[src/rtl/stream_operand_splitter_pkg.sv]
// Shared definitions for the operand splitter: FSM states and lane-index sizing.
package stream_operand_splitter_pkg;

    typedef enum logic {
        FILL = 1'b0,
        PAD  = 1'b1
    } split_state_e;

    function automatic int idx_bits(input int num_channels);
        return (num_channels > 2) ? $clog2(num_channels) : 1;
    endfunction

endpackage

[src/rtl/stream_operand_splitter_if.sv]
// Bundles the scalar input stream and the N-lane operand output of the splitter.
// slave is the splitter's view, master is the view of the surrounding logic.
interface stream_operand_splitter_if #(
    parameter int C_DATA_WIDTH   = 256,
    parameter int C_NUM_CHANNELS = 2
) ();
    logic                                         s_tvalid;
    logic [C_DATA_WIDTH-1:0]                      s_tdata;
    logic                                         s_tlast;
    logic                                         s_tready;
    logic [C_NUM_CHANNELS-1:0]                    m_tvalid;
    logic [C_NUM_CHANNELS-1:0][C_DATA_WIDTH-1:0]  m_tdata;
    logic                                         m_tlast;
    logic [C_NUM_CHANNELS-1:0]                    m_tready;

    modport slave (
        input  s_tvalid, s_tdata, s_tlast, m_tready,
        output s_tready, m_tvalid, m_tdata, m_tlast
    );

    modport master (
        output s_tvalid, s_tdata, s_tlast, m_tready,
        input  s_tready, m_tvalid, m_tdata, m_tlast
    );
endinterface

[src/rtl/stream_operand_bank.sv]
// N-lane output register: loads a whole group at once, retires lanes independently,
// and reports whether it can accept a new group on the coming edge.
module stream_operand_bank #(
    parameter int C_DATA_WIDTH   = 256,
    parameter int C_NUM_CHANNELS = 2
) (
    input  logic                                         aclk,
    input  logic                                         areset,
    input  logic                                         load,
    input  logic [C_NUM_CHANNELS-1:0][C_DATA_WIDTH-1:0]  load_data,
    input  logic                                         load_last,
    input  logic [C_NUM_CHANNELS-1:0]                    m_tready,
    output logic [C_NUM_CHANNELS-1:0]                    m_tvalid,
    output logic [C_NUM_CHANNELS-1:0][C_DATA_WIDTH-1:0]  m_tdata,
    output logic                                         m_tlast,
    output logic                                         bank_free_now
);
    logic bank_busy;

    // The bank is busy exactly while some lane still holds an unretired operand.
    assign bank_busy     = |m_tvalid;
    assign bank_free_now = !bank_busy || ((m_tvalid & ~m_tready) == '0);

    always_ff @(posedge aclk or negedge areset) begin
        if (!areset) begin
            m_tvalid <= '0;
            m_tdata  <= '0;
            m_tlast  <= 1'b0;
        end else if (load) begin
            m_tvalid <= '1;
            m_tdata  <= load_data;
            m_tlast  <= load_last;
        end else begin
            m_tvalid <= m_tvalid & ~m_tready;
        end
    end
endmodule

[src/rtl/stream_operand_splitter.sv]
// Deals a stream of field elements round-robin into groups of operand lanes,
// padding short packets with a multiplicative identity so every group is complete.
module stream_operand_splitter
    import stream_operand_splitter_pkg::*;
#(
    parameter int                      C_DATA_WIDTH   = 256,
    parameter int                      C_NUM_CHANNELS = 2,
    parameter logic [C_DATA_WIDTH-1:0] PAD_VALUE      = C_DATA_WIDTH'(1),
    parameter int                      CNT_BITS       = 16
) (
    input  logic                  aclk,
    input  logic                  areset,
    stream_operand_splitter_if.slave bus,
    output logic [CNT_BITS-1:0]   o_short_cnt
);
    localparam int                  IDX_BITS = idx_bits(C_NUM_CHANNELS);
    localparam logic [IDX_BITS-1:0] LAST_IDX = IDX_BITS'(C_NUM_CHANNELS - 1);

    split_state_e                                 state, next_state;
    logic [IDX_BITS-1:0]                          idx;
    logic [C_DATA_WIDTH-1:0]                      staging [C_NUM_CHANNELS-1];
    logic                                         running;
    logic                                         s_ready, accept, load, load_last;
    logic                                         bank_free_now;
    logic [C_NUM_CHANNELS-1:0][C_DATA_WIDTH-1:0]  load_data;
    logic [C_NUM_CHANNELS-1:0]                    lane_valid;
    logic [C_NUM_CHANNELS-1:0][C_DATA_WIDTH-1:0]  lane_data;
    logic                                         lane_last;

    stream_operand_bank #(
        .C_DATA_WIDTH   (C_DATA_WIDTH),
        .C_NUM_CHANNELS (C_NUM_CHANNELS)
    ) u_bank (
        .aclk          (aclk),
        .areset        (areset),
        .load          (load),
        .load_data     (load_data),
        .load_last     (load_last),
        .m_tready      (bus.m_tready),
        .m_tvalid      (lane_valid),
        .m_tdata       (lane_data),
        .m_tlast       (lane_last),
        .bank_free_now (bank_free_now)
    );

    assign bus.m_tvalid = lane_valid;
    assign bus.m_tdata  = lane_data;
    assign bus.m_tlast  = lane_last;
    assign bus.s_tready = s_ready;

    always_ff @(posedge aclk or negedge areset) begin
        if (!areset) state <= FILL;
        else         state <= next_state;
    end

    // In PAD, idx holds the first lane that must be filled with PAD_VALUE.
    always_comb begin
        next_state = state;
        s_ready    = 1'b0;
        accept     = 1'b0;
        load       = 1'b0;
        load_last  = 1'b0;
        load_data  = '0;
        for (int i = 0; i < C_NUM_CHANNELS - 1; i++) load_data[i] = staging[i];
        case (state)
            FILL: begin
                s_ready = running && (idx != LAST_IDX || bank_free_now);
                accept  = bus.s_tvalid && s_ready;
                if (accept) begin
                    if (idx == LAST_IDX) begin
                        load                        = 1'b1;
                        load_last                   = bus.s_tlast;
                        load_data[C_NUM_CHANNELS-1] = bus.s_tdata;
                    end else if (bus.s_tlast) begin
                        next_state = PAD;
                    end
                end
            end
            PAD: begin
                for (int i = 0; i < C_NUM_CHANNELS; i++) begin
                    if (i >= int'(idx)) load_data[i] = PAD_VALUE;
                end
                if (bank_free_now) begin
                    load       = 1'b1;
                    load_last  = 1'b1;
                    next_state = FILL;
                end
            end
            default: next_state = FILL;
        endcase
    end

    // running keeps s_tready low until the first edge after reset release.
    always_ff @(posedge aclk or negedge areset) begin
        if (!areset) begin
            running     <= 1'b0;
            idx         <= '0;
            o_short_cnt <= '0;
            for (int i = 0; i < C_NUM_CHANNELS - 1; i++) staging[i] <= '0;
        end else begin
            running <= 1'b1;
            if (accept) begin
                if (idx == LAST_IDX) begin
                    idx <= '0;
                end else begin
                    for (int i = 0; i < C_NUM_CHANNELS - 1; i++) begin
                        if (int'(idx) == i) staging[i] <= bus.s_tdata;
                    end
                    idx <= idx + 1'b1;
                end
            end else if (state == PAD && load) begin
                idx <= '0;
                if (o_short_cnt != '1) o_short_cnt <= o_short_cnt + 1'b1;
            end
        end
    end
endmodule

[src/flat_wrapper.sv]
// flat-port wrapper written by rule: the top's interface ports become plain ports
module stream_operand_splitter_flat import stream_operand_splitter_pkg::*;
#(
    parameter int                      C_DATA_WIDTH   = 256,
    parameter int                      C_NUM_CHANNELS = 2,
    parameter logic [C_DATA_WIDTH-1:0] PAD_VALUE      = C_DATA_WIDTH'(1),
    parameter int                      CNT_BITS       = 16
)
  (aclk, areset, o_short_cnt, bus_s_tvalid, bus_s_tdata, bus_s_tlast, bus_m_tready, bus_s_tready, bus_m_tvalid, bus_m_tdata, bus_m_tlast);
  stream_operand_splitter_if #(.C_DATA_WIDTH(C_DATA_WIDTH), .C_NUM_CHANNELS(C_NUM_CHANNELS)) bus_i ();
  input  logic aclk;
  input  logic areset;
  output logic [CNT_BITS-1:0] o_short_cnt;
  input wire logic [$bits(bus_i.s_tvalid)-1:0] bus_s_tvalid;
  input wire logic [$bits(bus_i.s_tdata)-1:0] bus_s_tdata;
  input wire logic [$bits(bus_i.s_tlast)-1:0] bus_s_tlast;
  input wire logic [$bits(bus_i.m_tready)-1:0] bus_m_tready;
  output wire logic [$bits(bus_i.s_tready)-1:0] bus_s_tready;
  output wire logic [$bits(bus_i.m_tvalid)-1:0] bus_m_tvalid;
  output wire logic [$bits(bus_i.m_tdata)-1:0] bus_m_tdata;
  output wire logic [$bits(bus_i.m_tlast)-1:0] bus_m_tlast;
  assign bus_i.s_tvalid = bus_s_tvalid;
  assign bus_i.s_tdata = bus_s_tdata;
  assign bus_i.s_tlast = bus_s_tlast;
  assign bus_i.m_tready = bus_m_tready;
  assign bus_s_tready = bus_i.s_tready;
  assign bus_m_tvalid = bus_i.m_tvalid;
  assign bus_m_tdata = bus_i.m_tdata;
  assign bus_m_tlast = bus_i.m_tlast;
  stream_operand_splitter #(.C_DATA_WIDTH(C_DATA_WIDTH), .C_NUM_CHANNELS(C_NUM_CHANNELS), .PAD_VALUE(PAD_VALUE), .CNT_BITS(CNT_BITS)) u_core (.aclk(aclk), .areset(areset), .bus(bus_i), .o_short_cnt(o_short_cnt));
endmodule
[config.mk]
export PLATFORM = sky130hd
export DESIGN_NAME = stream_operand_splitter_flat
export DESIGN_NICKNAME = d
export VERILOG_FILES = /design/src/rtl/stream_operand_splitter_pkg.sv /design/src/rtl/stream_operand_splitter_if.sv /design/src/rtl/stream_operand_bank.sv /design/src/rtl/stream_operand_splitter.sv /design/src/flat_wrapper.sv
export SDC_FILE = /design/constraint.sdc
export NUM_CORES = 1
export LEC_CHECK = 0
export CORE_AREA = 2 2 305 307
export DETAILED_ROUTE_END_ITERATION = 16
export DIE_AREA = 0 0 307 309
export PLACE_DENSITY = 0.56
export SYNTH_ARGS = -nofsm -noshare
export SYNTH_HDL_FRONTEND = slang
export SYNTH_SLANG_ARGS = --single-unit
[constraint.sdc]
create_clock -name aclk -period 3.3 [get_ports aclk]
set_input_delay 0.825 -clock aclk [delete_from_list [all_inputs] [get_ports aclk]]
set_output_delay 0.825 -clock aclk [all_outputs]
set_load 0.02 [all_outputs]
; Yosys cells after proc, flatten, opt, wreduce, memory -nomap -nowiden
; Cells that the tools add are included.
[classes]
addsub = 2
n_lt_le_gt_ge = 1
n_eq_ne = 1
muxes = 23
n_bitwise = 5
n_reduce_logical = 11
[op_table]
columns = operator, n
row1 = 256-bit two-way mux, 4
row2 = 256-bit case mux with 2 select lines, 1
row3 = "16-bit by 1-bit adder with 16-bit output, second input constant", 1
row4 = "16-bit inequality test, second input constant", 1
row5 = 1-bit two-way mux, 14
row6 = 1-bit case mux with 2 select lines, 3
row7 = 1-bit logical AND, 3
row8 = 1-bit inverter, 3
row9 = 3-bit AND reduction, 1
row10 = 2-bit AND, 1
row11 = 2-bit zero test, 1
row12 = 1-bit logical OR, 2
row13 = 2-bit two-way mux, 1
row14 = 2-bit inverter, 1
row15 = 2-bit AND reduction, 1
row16 = 2-bit nonzero test, 1
row17 = 2-bit OR reduction, 1
row18 = "1-bit adder, second input constant", 1
row19 = "1-bit greater-or-equal comparator, first input constant", 1
row20 = 1-bit zero test, 1
[totals]
reg_bits = 790
input_bits = 262

; Longest topological paths before layout
[logic_depth]
word_depth = 12
ltp_mapped = 8
mapped_depth_nobuf = 5

; Cells and area by module
; A second synthesis with hierarchy kept.
[unflattened]
hier_cells = 2287
hier_area_um2 = 33652.3
[by_module_without_submodules]
columns = module, n_inst, cells_each, area_per_inst_um2, seq_area_each_um2
row1 = stream_operand_bank, 1, 1090, 19625.1, 12887.4
row2 = stream_operand_splitter, 1, 1197, 14027.2, 6881.6

; Least setup slack after synthesis
; Ideal clock, no wire load.
[synth_path]
kind = input to output
startpoint = input bus_m_tready[0]
endpoint = output bus_s_tready
arrival_time_ns = 1.322
required_ns = 2.475
slack_ns = 1.153
path_stages = 3
path_cell_list = nor2b_1 -> o21ai_0 -> and3b_1
[synth_between]
elab_chain_cells = 7
[synth_lines]
columns = item, line
row1 = "start, declared", flat_wrapper.sv:17  ; input wire logic [$bits(bus_i.m_tready)-1:0] bus_m_tready;
row2 = 2-bit inverter, stream_operand_bank.sv:22  ; assign bank_free_now = !bank_busy || ((m_tvalid & ~m_tready) == '0);
row3 = 2-bit AND, stream_operand_bank.sv:22
row4 = 2-bit zero test, stream_operand_bank.sv:22
row5 = 1-bit logical OR, stream_operand_bank.sv:22
row6 = 1-bit logical OR, stream_operand_splitter.sv:67  ; s_ready = running && (idx != LAST_IDX || bank_free_now);
row7 = 1-bit logical AND, stream_operand_splitter.sv:67
row8 = 1-bit two-way mux, stream_operand_splitter.sv:65  ; case (state)
row9 = "end, declared", flat_wrapper.sv:18  ; output wire logic [$bits(bus_i.s_tready)-1:0] bus_s_tready;
; No other way between the ends.

; Worst setup path in the final report
[layout_path]
startpoint = input bus_m_tready[1]
endpoint = output bus_s_tready
; The elaborated chain is that of the path after synthesis.

==> metrics.cfg <==
[synthesis]
netlist_top_cells_area=dfrtp_1 (67%), mux2_2 (9.8%), a22o_1 (7.6%), nand2_1 (6.7%), nand3_1 (4.4%)
syn_inst=2328
synth_top_area_cell=dfrtp_1
netlist_area_mm2=0.02947
synth_fp_nets=2591
synth_cell_types=41
synth_top_area_share=0.6708
avgSynthCellArea_um2=12.66
yosysSeqAreaShare=0.6708
ys_ff_latch=790
yosysWarningCount=0

[sta]
finalSetupTns_ns=0
setup_violations=0
hold_viol=0
layout_setup_ws_ns=0.2881
final-max-slew-violation-count=0
rsz0062_at_grt=no
max_freq_mhz=332.0
finClkSkew_ns=0.04811
period_minus_slack_ns=3.012
tightest_slew_ns=0.7056
period_share=0.9127
slew_headroom=0.5296

[global_routing]
grt_pass1_vias=22462
grt_start_max_net_pins=91
overflow=0
antenna_found_initial=5
grt_first_pass_wirelength_um=142800
grt_usage=0.1946

[critical_path]
worst-path-buf-inv=3
crit_family=buffers and inverters
path_max_fanout=2
crit_path_end_kind=output pin
required_ns=2.47
crit_top_cell=buf_12
start_kind=primary input
crit_arrival_ns=2.19
slowest_delay_ns=0.51
crit_chain=clkdlybuf4s50_1 > nor2b_1 > o21ai_0 > and3b_1 > buf_12 > buf_12
critical_path_class=in2out
crit_path_top_delay_cell=clkdlybuf4s50_1
ff2ff_setup_slack_ns=1.29

[detailed_routing]
viasPerCell=4.913
route.detailed.drc=0
num_vias=21562
antenna_left=0
drt-total-wl_um=94920
dr.first_iter.drc_count=1401
first_pass_iters=6
wl_per_cell_um=21.63

[floorplanning]
die_width_um=307
dieArea_mm2=0.09486
start_util=0.3225
core_area_mm2=0.09139
io_pins=794
rows=111
die_h_um=309

[cells_and_area]
drive_gt1_frac=0.1580
final_common_cell=clkdlybuf4s50_1
antenna_cells=0
syn2layout_area_growth_pct=43.63
fin_nets=3395
layout_common_cells=clkdlybuf4s50_1 (791), dfrtp_1 (790), nand2_1 (523), nand3_1 (261), mux2_2 (257)
fin_util=0.4632

[place]
port_buffers=793
place_congestion=0.8448
dp_hpwl_um=69200
dp_slack_ns=0.3200

[cts]
hold_buffers=0
cts.clk_slew.worst_paths_ns=0.06
cts_resized=0
htree_levels=3
clkSinkCount=790
clkLatencyLatePin_ns=0.63
cts_tree=done
clk_path_buf_depth=3
ctsRootBufferMaster=clkbuf_16
cts_buffers=85
post-cts-setup-buffers=0

[status]
status=finished clean

[pwr]
p_leak_nw=19.24
power_mw=43.34
p_per_area_mw_per_mm2=1024
ir_drop_uv=512.2

[min_path]
hold_path_class=in2async

[run]
drv_cap=0

worst reg2reg max path, stage by stage (launching register included):
cell and delay [ns]:
dfrtp_1 0.42, ha_1 0.22, nand4_1 0.25, or2_4 0.34
nor4_1 0.32, mux2_1 0.35
where the power goes:
group	internal (mW)	switching (mW)
logic	8.15	8.68
registers	14.0	2.42
clock network	6.09	4.02
kinds of logic (layout without fill, tap and decap cells):
group,Yosys count,count (layout),synth area share
flip-flops,790,790,0.6708
XOR/XNOR,11,11,0.003269
AND/OR/NAND/NOR,826,826,0.1210
AO/OA/AOI/OAI,265,265,0.07803
buffers and inverters,173,1048,0.02666
adder cells (fa/ha/maj),1,1,0.0004245
multiplexers,261,261,0.09977
other,1,1,0.0001272
flip-flops by register name (all words and copies together), names as in the netlist:
register / cells
u_core.u_bank.m_tdata: 512
u_core.staging: 256
u_core.o_short_cnt: 16
u_core.u_bank.m_tvalid: 2
u_core.idx: 1
u_core.running: 1
u_core.state: 1
u_core.u_bank.m_tlast: 1
per-layer routing:
layer  GRT usage  up-vias  wire (um)
li1            -     9694          -
met3     0.05700      146       7170
met5           0        -         69
met4     0.05672       10       2530
met1      0.2341    11003      37140
met2      0.3379      709      48010
cell usage after synthesis (all sizes together):
library cell / number
buf: 121
nand3: 262
nand4: 4
clkbuf: 50
conb: 1
or3: 1
mux2i: 2
nand2: 523
mux2: 259
and2: 1
nor4: 7
xor2: 11
a22o: 256
nor2: 5
nor2b: 2
nor3: 8
a31oi: 2
nor3b: 1
and3: 2
and4: 1
dfrtp: 790
a21oi: 1
or2: 1
o21ai: 4
nand4b: 1
ha: 1
nand2b: 5
and3b: 1
o41a: 1
a31o: 1
inv: 2
nor4b: 1
metrics by stage:
| stage | std cells | instance area (um2) | hold WS (ns) |
|---|---|---|---|
| after global placement | 4231 | 39330 | 0.4502 |
| after CTS | 4389 | 42330 | 0.1038 |
| after detailed placement | 4231 | 39330 | 0.4542 |
| after global routing | 4389 | 42330 | 0.1175 |
| after floorplan | 2328 | 29470 | 0.4626 |
| final | 4389 | 42330 | 0.1185 |
final cells by class:
| cell class | count | area (um2) |
|---|---|---|
| clock buffer | 124 | 2505 |
| fill | 8166 | 49060 |
| timing repair buffer | 888 | 9116 |
| clock inverter | 34 | 499.2 |
| multi-input combinational | 1365 | 8949 |
| inverter | 2 | 7.507 |
| sequential | 790 | 19770 |
| tap | 1186 | 1484 |
final timing paths:
path | startpoint | to | depth (start not counted)
max in group asynchronous | areset | u_core.u_bank.m_tdata[288]$_DFFE_PN0P_ | 3
min in group aclk | u_core.u_bank.m_tdata[30]$_DFFE_PN0P_ | u_core.u_bank.m_tdata[30]$_DFFE_PN0P_ | 2
worst max-delay path | bus_m_tready[1] | bus_s_tready | 6
worst max register to register | u_core.o_short_cnt[1]$_DFFE_PN0P_ | u_core.o_short_cnt[14]$_DFFE_PN0P_ | 5
worst min register to register | u_core.u_bank.m_tdata[30]$_DFFE_PN0P_ | u_core.u_bank.m_tdata[30]$_DFFE_PN0P_ | 2
worst min-delay path | areset | u_core.u_bank.m_tdata[337]$_DFFE_PN0P_ | 1
No activity file was read; power rests on OpenSTA's default activity.
